### src/rtl/main_controller.sv
// Multi-cycle RISC-V style main controller: Moore FSM that sequences fetch, decode, memory, ALU and jump steps.
// Optional MEM_WAIT_EN adds a mem_ready input that stalls FETCH, MEMREAD and MEMWRITE until memory responds.
module main_controller #(
    parameter bit HALT_ON_ILLEGAL = 1'b1
) (
    input  logic       clk,
    input  logic       reset,
`ifdef MEM_WAIT_EN
    input  logic       mem_ready,
`endif
    input  logic [6:0] op,
    input  logic [2:0] funct3,
    input  logic       zero,
    input  logic       lt,
    output logic       pc_write,
    output logic       ir_write,
    output logic       reg_write,
    output logic       mem_write,
    output logic       adr_src,
    output logic [1:0] alu_src_a,
    output logic [1:0] alu_src_b,
    output logic [1:0] alu_op,
    output logic [1:0] result_src,
    output logic [3:0] state_o,
    output logic       illegal
);

    localparam logic [6:0] OP_LOAD  = 7'b0000011;
    localparam logic [6:0] OP_STORE = 7'b0100011;
    localparam logic [6:0] OP_R     = 7'b0110011;
    localparam logic [6:0] OP_I     = 7'b0010011;
    localparam logic [6:0] OP_BR    = 7'b1100011;
    localparam logic [6:0] OP_JAL   = 7'b1101111;
    localparam logic [6:0] OP_JALR  = 7'b1100111;

    typedef enum logic [3:0] {
        FETCH    = 4'd0,
        DECODE   = 4'd1,
        MEMADR   = 4'd2,
        MEMREAD  = 4'd3,
        MEMWB    = 4'd4,
        MEMWRITE = 4'd5,
        EXEC_R   = 4'd6,
        EXEC_I   = 4'd7,
        ALUWB    = 4'd8,
        BRANCH   = 4'd9,
        JAL      = 4'd10,
        JALR     = 4'd11,
        JALR_WB  = 4'd12,
        HALT     = 4'd13
    } state_t;

    state_t state, state_next;
    logic   ready;
    logic   op_legal;
    logic   taken;
    logic   pc_update, branch;
    logic   ir_en, reg_en, mem_en, ill_raw;

`ifdef MEM_WAIT_EN
    assign ready = mem_ready;
`else
    assign ready = 1'b1;
`endif

    always_comb begin
        op_legal = 1'b0;
        case (op)
            OP_LOAD, OP_STORE, OP_R, OP_I, OP_BR, OP_JAL, OP_JALR: op_legal = 1'b1;
            default: op_legal = 1'b0;
        endcase
    end

    always_comb begin
        taken = 1'b0;
        case (funct3)
            3'b000:  taken = zero;
            3'b001:  taken = !zero;
            3'b100:  taken = lt;
            3'b101:  taken = !lt && !zero;
            default: taken = 1'b0;
        endcase
    end

    always_comb begin
        state_next = state;
        case (state)
            FETCH:    state_next = ready ? DECODE : FETCH;
            DECODE: begin
                case (op)
                    OP_LOAD, OP_STORE: state_next = MEMADR;
                    OP_R:              state_next = EXEC_R;
                    OP_I:              state_next = EXEC_I;
                    OP_BR:             state_next = BRANCH;
                    OP_JAL:            state_next = JAL;
                    OP_JALR:           state_next = JALR;
                    default:           state_next = HALT_ON_ILLEGAL ? HALT : FETCH;
                endcase
            end
            MEMADR:   state_next = (op == OP_LOAD) ? MEMREAD : MEMWRITE;
            MEMREAD:  state_next = ready ? MEMWB : MEMREAD;
            MEMWB:    state_next = FETCH;
            MEMWRITE: state_next = ready ? FETCH : MEMWRITE;
            EXEC_R:   state_next = ALUWB;
            EXEC_I:   state_next = ALUWB;
            ALUWB:    state_next = FETCH;
            BRANCH:   state_next = FETCH;
            JAL:      state_next = ALUWB;
            JALR:     state_next = JALR_WB;
            JALR_WB:  state_next = FETCH;
            HALT:     state_next = HALT;
            default:  state_next = FETCH;
        endcase
    end

    always_ff @(posedge clk) begin
        if (reset) state <= FETCH;
        else       state <= state_next;
    end

    // Control decode from the state register; only the FETCH enables look at mem_ready.
    always_comb begin
        pc_update  = 1'b0;
        branch     = 1'b0;
        ir_en      = 1'b0;
        reg_en     = 1'b0;
        mem_en     = 1'b0;
        ill_raw    = 1'b0;
        adr_src    = 1'b0;
        alu_src_a  = 2'b00;
        alu_src_b  = 2'b00;
        alu_op     = 2'b00;
        result_src = 2'b00;
        case (state)
            FETCH: begin
                ir_en      = ready;
                pc_update  = ready;
                alu_src_b  = 2'b10;
                result_src = 2'b10;
            end
            DECODE: begin
                alu_src_a = 2'b01;
                alu_src_b = 2'b01;
                ill_raw   = !op_legal;
            end
            MEMADR: begin
                alu_src_a = 2'b10;
                alu_src_b = 2'b01;
            end
            MEMREAD:  adr_src = 1'b1;
            MEMWB: begin
                result_src = 2'b01;
                reg_en     = 1'b1;
            end
            MEMWRITE: begin
                adr_src = 1'b1;
                mem_en  = 1'b1;
            end
            EXEC_R: begin
                alu_src_a = 2'b10;
                alu_op    = 2'b10;
            end
            EXEC_I: begin
                alu_src_a = 2'b10;
                alu_src_b = 2'b01;
                alu_op    = 2'b10;
            end
            ALUWB:    reg_en = 1'b1;
            BRANCH: begin
                alu_src_a = 2'b10;
                alu_op    = 2'b01;
                branch    = 1'b1;
            end
            JAL: begin
                alu_src_a = 2'b01;
                alu_src_b = 2'b10;
                pc_update = 1'b1;
            end
            JALR: begin
                alu_src_a  = 2'b10;
                alu_src_b  = 2'b01;
                result_src = 2'b10;
                pc_update  = 1'b1;
            end
            JALR_WB: begin
                alu_src_a  = 2'b01;
                alu_src_b  = 2'b10;
                result_src = 2'b10;
                reg_en     = 1'b1;
            end
            HALT:     ill_raw = 1'b1;
            default:  ;
        endcase
    end

    // Reset masks the enables immediately so a stray state before the first edge cannot write.
    assign pc_write  = !reset && (pc_update || (branch && taken));
    assign ir_write  = !reset && ir_en;
    assign reg_write = !reset && reg_en;
    assign mem_write = !reset && mem_en;
    assign illegal   = !reset && ill_raw;
    assign state_o   = reset ? 4'd0 : state;

endmodule

### config.mk
export PLATFORM = sky130hd
export DESIGN_NAME = main_controller
export DESIGN_NICKNAME = d
export VERILOG_FILES = /design/src/rtl/main_controller.sv
export SDC_FILE = /design/constraint.sdc
export NUM_CORES = 1
export LEC_CHECK = 0
export CAP_MARGIN = 25
export CORE_UTILIZATION = 42
export CTS_CLUSTER_DIAMETER = 60
export CTS_CLUSTER_SIZE = 20
export DETAILED_ROUTE_END_ITERATION = 16
export PLACE_DENSITY = 0.9
export SETUP_SLACK_MARGIN = 0.15
export SYNTH_ARGS = -nofsm -noshare
export SYNTH_HDL_FRONTEND = slang
export SYNTH_SLANG_ARGS = --single-unit
### constraint.sdc
create_clock -name clk -period 3.5 [get_ports clk]
set_input_delay 1.05 -clock clk [delete_from_list [all_inputs] [get_ports clk]]
set_output_delay 1.05 -clock clk [all_outputs]
set_load 0.01 [all_outputs]
After elaboration in Yosys (flattened, before gate mapping)
Cells that the tools add are included.
{"block": "op_classes", "eq_ne": 23, "mux": 17, "reduce_logical": 26}
{"operator": "case mux 4 bit (7 select lines)", "n": 1}
{"operator": "== test 4 bit, second input constant", "n": 6}
{"operator": "case mux 4 bit (6 select lines)", "n": 1}
{"operator": "== test 7 bit, second input constant", "n": 3}
{"operator": "OR reduction 3 bit", "n": 6}
{"operator": "== test 4 x 3 -> 1 bit, second input constant", "n": 4}
{"operator": "case mux 2 bit (2 select lines)", "n": 4}
{"operator": "== test 7 x 6 -> 1 bit, second input constant", "n": 2}
{"operator": "== test 4 x 2 -> 1 bit, second input constant", "n": 2}
{"operator": "== test 7 x 2 -> 1 bit, second input constant", "n": 1}
{"operator": "== test 7 x 5 -> 1 bit, second input constant", "n": 1}
{"operator": "logical AND 1 bit", "n": 7}
{"operator": "2-to-1 mux 1 bit", "n": 7}
{"operator": "OR reduction 7 bit", "n": 1}
{"operator": "== test 3 bit, second input constant", "n": 2}
{"operator": "OR reduction 2 bit", "n": 3}
{"operator": "OR reduction 5 bit", "n": 1}
{"operator": "== test 4 x 1 -> 1 bit, second input constant", "n": 1}
{"operator": "logical NOT 1 bit", "n": 4}
{"operator": "logical NOT 4 bit", "n": 1}
{"operator": "2-to-1 mux 4 bit", "n": 1}
{"operator": "case mux 1 bit (4 select lines)", "n": 1}
{"operator": "OR reduction 4 bit", "n": 1}
{"operator": "== test 3 x 1 -> 1 bit, second input constant", "n": 1}
{"operator": "other kinds (4)", "n": 4}
{"block": "totals", "register_bits": 4, "in_bits": 14}

Depth between registers and ports, before layout
{"block": "logic_depth", "depth_word": 6, "mapped_depth": 5, "mapped_depth_nobuf": 4}

Worst setup path after synthesis
No wires, ideal clock.
{"block": "synth_timing", "path_kind": "input -> output", "startpoint": "input port funct3[2]", "endpoint": "output port pc_write", "arrival_ns": 2.137, "path_slack_ns": 0.313, "stages": 4, "cell_sequence": "and2_1 -> o21ai_0 -> o311ai_1 -> a2111oi_0"}
{"block": "synth_via", "elab_chain_cells": 5, "elab_cells_between_ends": 8, "classes_between": "3 x eq/ne; 1 x mux; 4 x reduce/logical"}
{"element": "start: declaration", "line": "12", "rtl": "input logic [2:0] funct3,"}
{"element": "== test 3 bit (tied with other cells)", "line": "76", "rtl": "case (funct3)"}
{"element": "case mux 1 bit (4 select lines) (*)", "line": "76"}
{"element": "logical AND 1 bit (*)", "line": "197", "rtl": "assign pc_write = !reset && (pc_update || (branch && taken));"}
{"element": "logical OR 1 bit (*)", "line": "197"}
{"element": "logical AND 1 bit (*)", "line": "197"}
{"element": "end: declaration", "line": "15", "rtl": "output logic pc_write,"}
Every way passes the cells marked *; elsewhere a longest branch is shown, timed or not.

Final worst setup path
{"block": "layout_timing", "startpoint": "input port op[3]", "endpoint": "output port illegal"}
{"block": "layout_via", "elab_chain_cells": 6, "elab_cells_between_ends": 12, "classes_between": "7 x eq/ne; 2 x mux; 3 x reduce/logical"}
{"element": "start: declaration", "line": "11", "rtl": "input logic [6:0] op,"}
{"element": "== test 7 x 2 -> 1 bit (tied with other cells)", "line": "68", "rtl": "case (op)"}
{"element": "OR reduction 7 bit (*)", "line": "68"}
{"element": "2-to-1 mux 1 bit (*)", "line": "68"}
{"element": "logical NOT 1 bit (*)", "line": "144", "rtl": "ill_raw = !op_legal;"}
{"element": "case mux 1 bit (2 select lines) (*)", "line": "134", "rtl": "case (state)"}
{"element": "logical AND 1 bit (*)", "line": "201", "rtl": "assign illegal = !reset && ill_raw;"}
{"element": "end: declaration", "line": "25", "rtl": "output logic illegal"}
Marks and branches as above.

==> metrics.yaml <==
status: "finished, final reports clean"
first_pass_iters: 4
crit_cells: 6
final-setup-viol-count: 0
grt_start_max_net_pins: 20
num_rows: 13
yosys_warnings: 0
core_region_area_um2: 1330
clock_power_share: 0.097
post_synth_and_or_nand_nor_area_fraction: 0.446
chipWidth_um: 40.4
nets: 148
total_nets_after_synthesis: 105
cts.sinks: 4
syn_area_um2: 619
drt-wirelength-per-cell_um: 14.6
fin_total_pwr_mw: 0.568
synth.yosys.seq_area_share: 0.129
most_common_library_cell_in_the_layout_ignoring_fill_and_taps: "sky130_fd_sc_hd__buf_4"
routed-via-count: 894
post_synth_xor_area_fraction: 0.0141
synth_top_area_frac: 0.129
worst_setup_ep_type: "output pin"
top_level_ports: 32
synthArstFlopShare: 0
layout_worst_path_cycle_share: 0.952
power.combinational.fraction: 0.751
layout_min_cycle_time_ps: 3330
timing.reg2reg.worst_path_depth: 7
postSynth.topFlopCell: "sky130_fd_sc_hd__dfxtp_1"
critical_path.cell_chain: "clkbuf_2 > and4bb_1 > a21boi_2 > o41ai_2 > nor2b_2 > buf_2"
synth.ff_latch_count: 4
post-place-cells: 142
fin_skew_ps: 0.611
largest_register_ff_count: 4
worstSkewPairLatency_ps: 230
final_core_utilization: 0.796
vias_cell: 6.08
critical_path.n_buffers_inverters: 2
grt.overflow.total: 0
lkg_pwr_nw: 0.502
synth.top_cells.by_area: "sky130_fd_sc_hd__dfxtp_1 (13%), sky130_fd_sc_hd__nor2b_1 (10%), sky130_fd_sc_hd__a21oi_1 (4.8%)"
cts_tree: "done"
grt_use_total: 0.262
wire_length_of_the_first_global_routing_pass_mm: 2.83
reg.largest.list: "state (4)"
synth_cell_type_count: 40
clockBufferDepth: 2
power.internal_mw: 0.322
tightest_slew_ps: 374
hpwl_mm: 1.55
initial_antenna_violation_count: 0
fmax_mhz: 300
initial_utilization: 0.464
fillerInstances: 88
power_per_cell_area_nw_per_um2: 534
timing_hold_violations_final: 0
slew-limit-headroom: 0.750
number_of_global_route_vias_before_repair: 688
timing.hold.ws_ps: 695
hold-path-cell-count: 2
net-switching-power_mw: 0.245
clk_pin_slew_ps: 40
switching_power_share_of_the_total: 0.432
die-area_um2: 1630
cts-hold-fix-buffers: 0
worst_hold_path_type: "register to register"
rsz0062_at_grt: "false"
cts-buffers-inserted: 3
setup.worst_path.class: "input port to output pin"
detail_route.drc_violations: 0
regMostFlops: "state"
crit_path_top_delay_cell: "sky130_fd_sc_hd__o41ai_2"
worst_ep_required_time_ps: 2450
mean_instance_size_in_the_synthesized_netlist_um2: 6.81
areaGrowthSynthToFinish_pct: 71.5
synth_edf_count: 0
slowest_delay_ps: 360
chipHeight_um: 40.4
synth_adder_area_share: 0
totalWireLength_mm: 2.14
synth-compound-area-share: 0.313
drt_iter0_markers: 23
share_seq_of_total_power: 0.152
layout-drive-gt1-share: 0.303
mostFrequentLayoutCells: "sky130_fd_sc_hd__buf_4 (16), sky130_fd_sc_hd__clkdlybuf4s50_1 (10), sky130_fd_sc_hd__nor2b_1 (8), sky130_fd_sc_hd__nor2_1 (8), sky130_fd_sc_hd__dlygate4sd2_1 (8)"
clock_tree.root_cell: "sky130_fd_sc_hd__clkbuf_4"
final_cell_count_no_fill: 147
synth.area.mux_share: 0.0182
n_antenna_cell: 0
place.port_buffers: 31
combinational_family_with_the_most_area_after_synthesis: "simple AND/OR/NAND/NOR gates"
startpoint_kind_of_the_worst_setup_timing_path: "input port"
cts_h_tree_depth: 1
timing.critical_path.max_delay_family: "compound AO/OA/AOI/OAI gates"
synth_largest_area_cell: "sky130_fd_sc_hd__dfxtp_1"
worst-endpoint-arrival_ps: 2280
ir_drop_v: 0.000448
final-max-slew-violation-count: 0
synthesis.instances: 91
critical_path.max_fanout: 2
drtAntennaViolNets: 0
gp_routability_congestion: 0.921
max-cap-violations: 0
-- area by class of cell --
type,instances,area [um^2],share of cell area
inverter,3,11.3,0.0106
tap,15,18.8,0.0177
clock buffer,3,22.5,0.0212
timing repair buffer,47,400,0.377
sequential,4,80.1,0.0754
multi-input combinational,75,529,0.498
-- Yosys cell counts, drive strengths merged (2+ instances only) --
cell,n
nor2b,10
a21oi,6
o32ai,2
nor3b,3
clkbuf,5
nand4,2
and2,2
dfxtp,4
buf,4
nor3,4
nand2,4
nor4,3
nor2,8
nand2b,4
or2,2
o21ai,3
a311oi,2
inv,3
-- metrics by stage --
stage	area (um^2)	worst slack, ps	TNS (ps)
2_1_floorplan	619	313	0
3_3_place_gp	1020	-487	-911
3_5_place_dp	1020	-533	-986
4_1_cts	1020	29.2	0
5_1_grt	1060	148	0
6_report	1060	167	0
-- path summary, 6_finish.rpt --
kind / startpoint / end / slack, ps
setup / recovery: op[3] / illegal / 170
hold reg to reg: state[2] / state[1] / 700
setup reg to reg: state[1] / state[2] / 1750
hold / removal: state[2] / state[1] / 700
-- timing repair --
action | 4_1_cts | 5_1_grt
pin swaps | 5 | 7
buffers inserted | 1 | 1
resized for setup | 25 | 24
endpoints found under the setup margin | 9 | 2
hold endpoints to repair | 0 | 0
-- worst min-delay path: stages (launching register included) --
cell and delay (ps):
sky130_fd_sc_hd__dfxtp_1 320, sky130_fd_sc_hd__buf_4 230, sky130_fd_sc_hd__nor4_1 90
-- cell families (layout without fill, tap and decap cells) --
group / count (synthesis) / in the layout
mux: 1 / 1
simple gates: 47 / 47
buf+inv: 12 / 53
xor+xnor: 1 / 1
flops: 4 / 4
compound gates: 26 / 26
-- layer usage --
layer | global-route usage | routed length [um] | vias up
met1 | 0.296 | 859 | 426
met2 | 0.456 | 1100 | 45
met3 | 0.0389 | 157 | 2
met5 | 0 | 0 | -
met4 | 0.150 | 26 | 0
li1 | - | - | 421
-- power groups by stage --
stage / Combinational, mW / Sequential (mW) / Clock, mW
floorplan: 0.253 / 0.0653 / 0
global placement: 0.412 / 0.0843 / 0
detailed placement: 0.421 / 0.0859 / 0
CTS: 0.411 / 0.0852 / 0.0582
global route: 0.460 / 0.0881 / 0.0581
finish: 0.426 / 0.0864 / 0.0550
(Power assumes the default switching activity.)
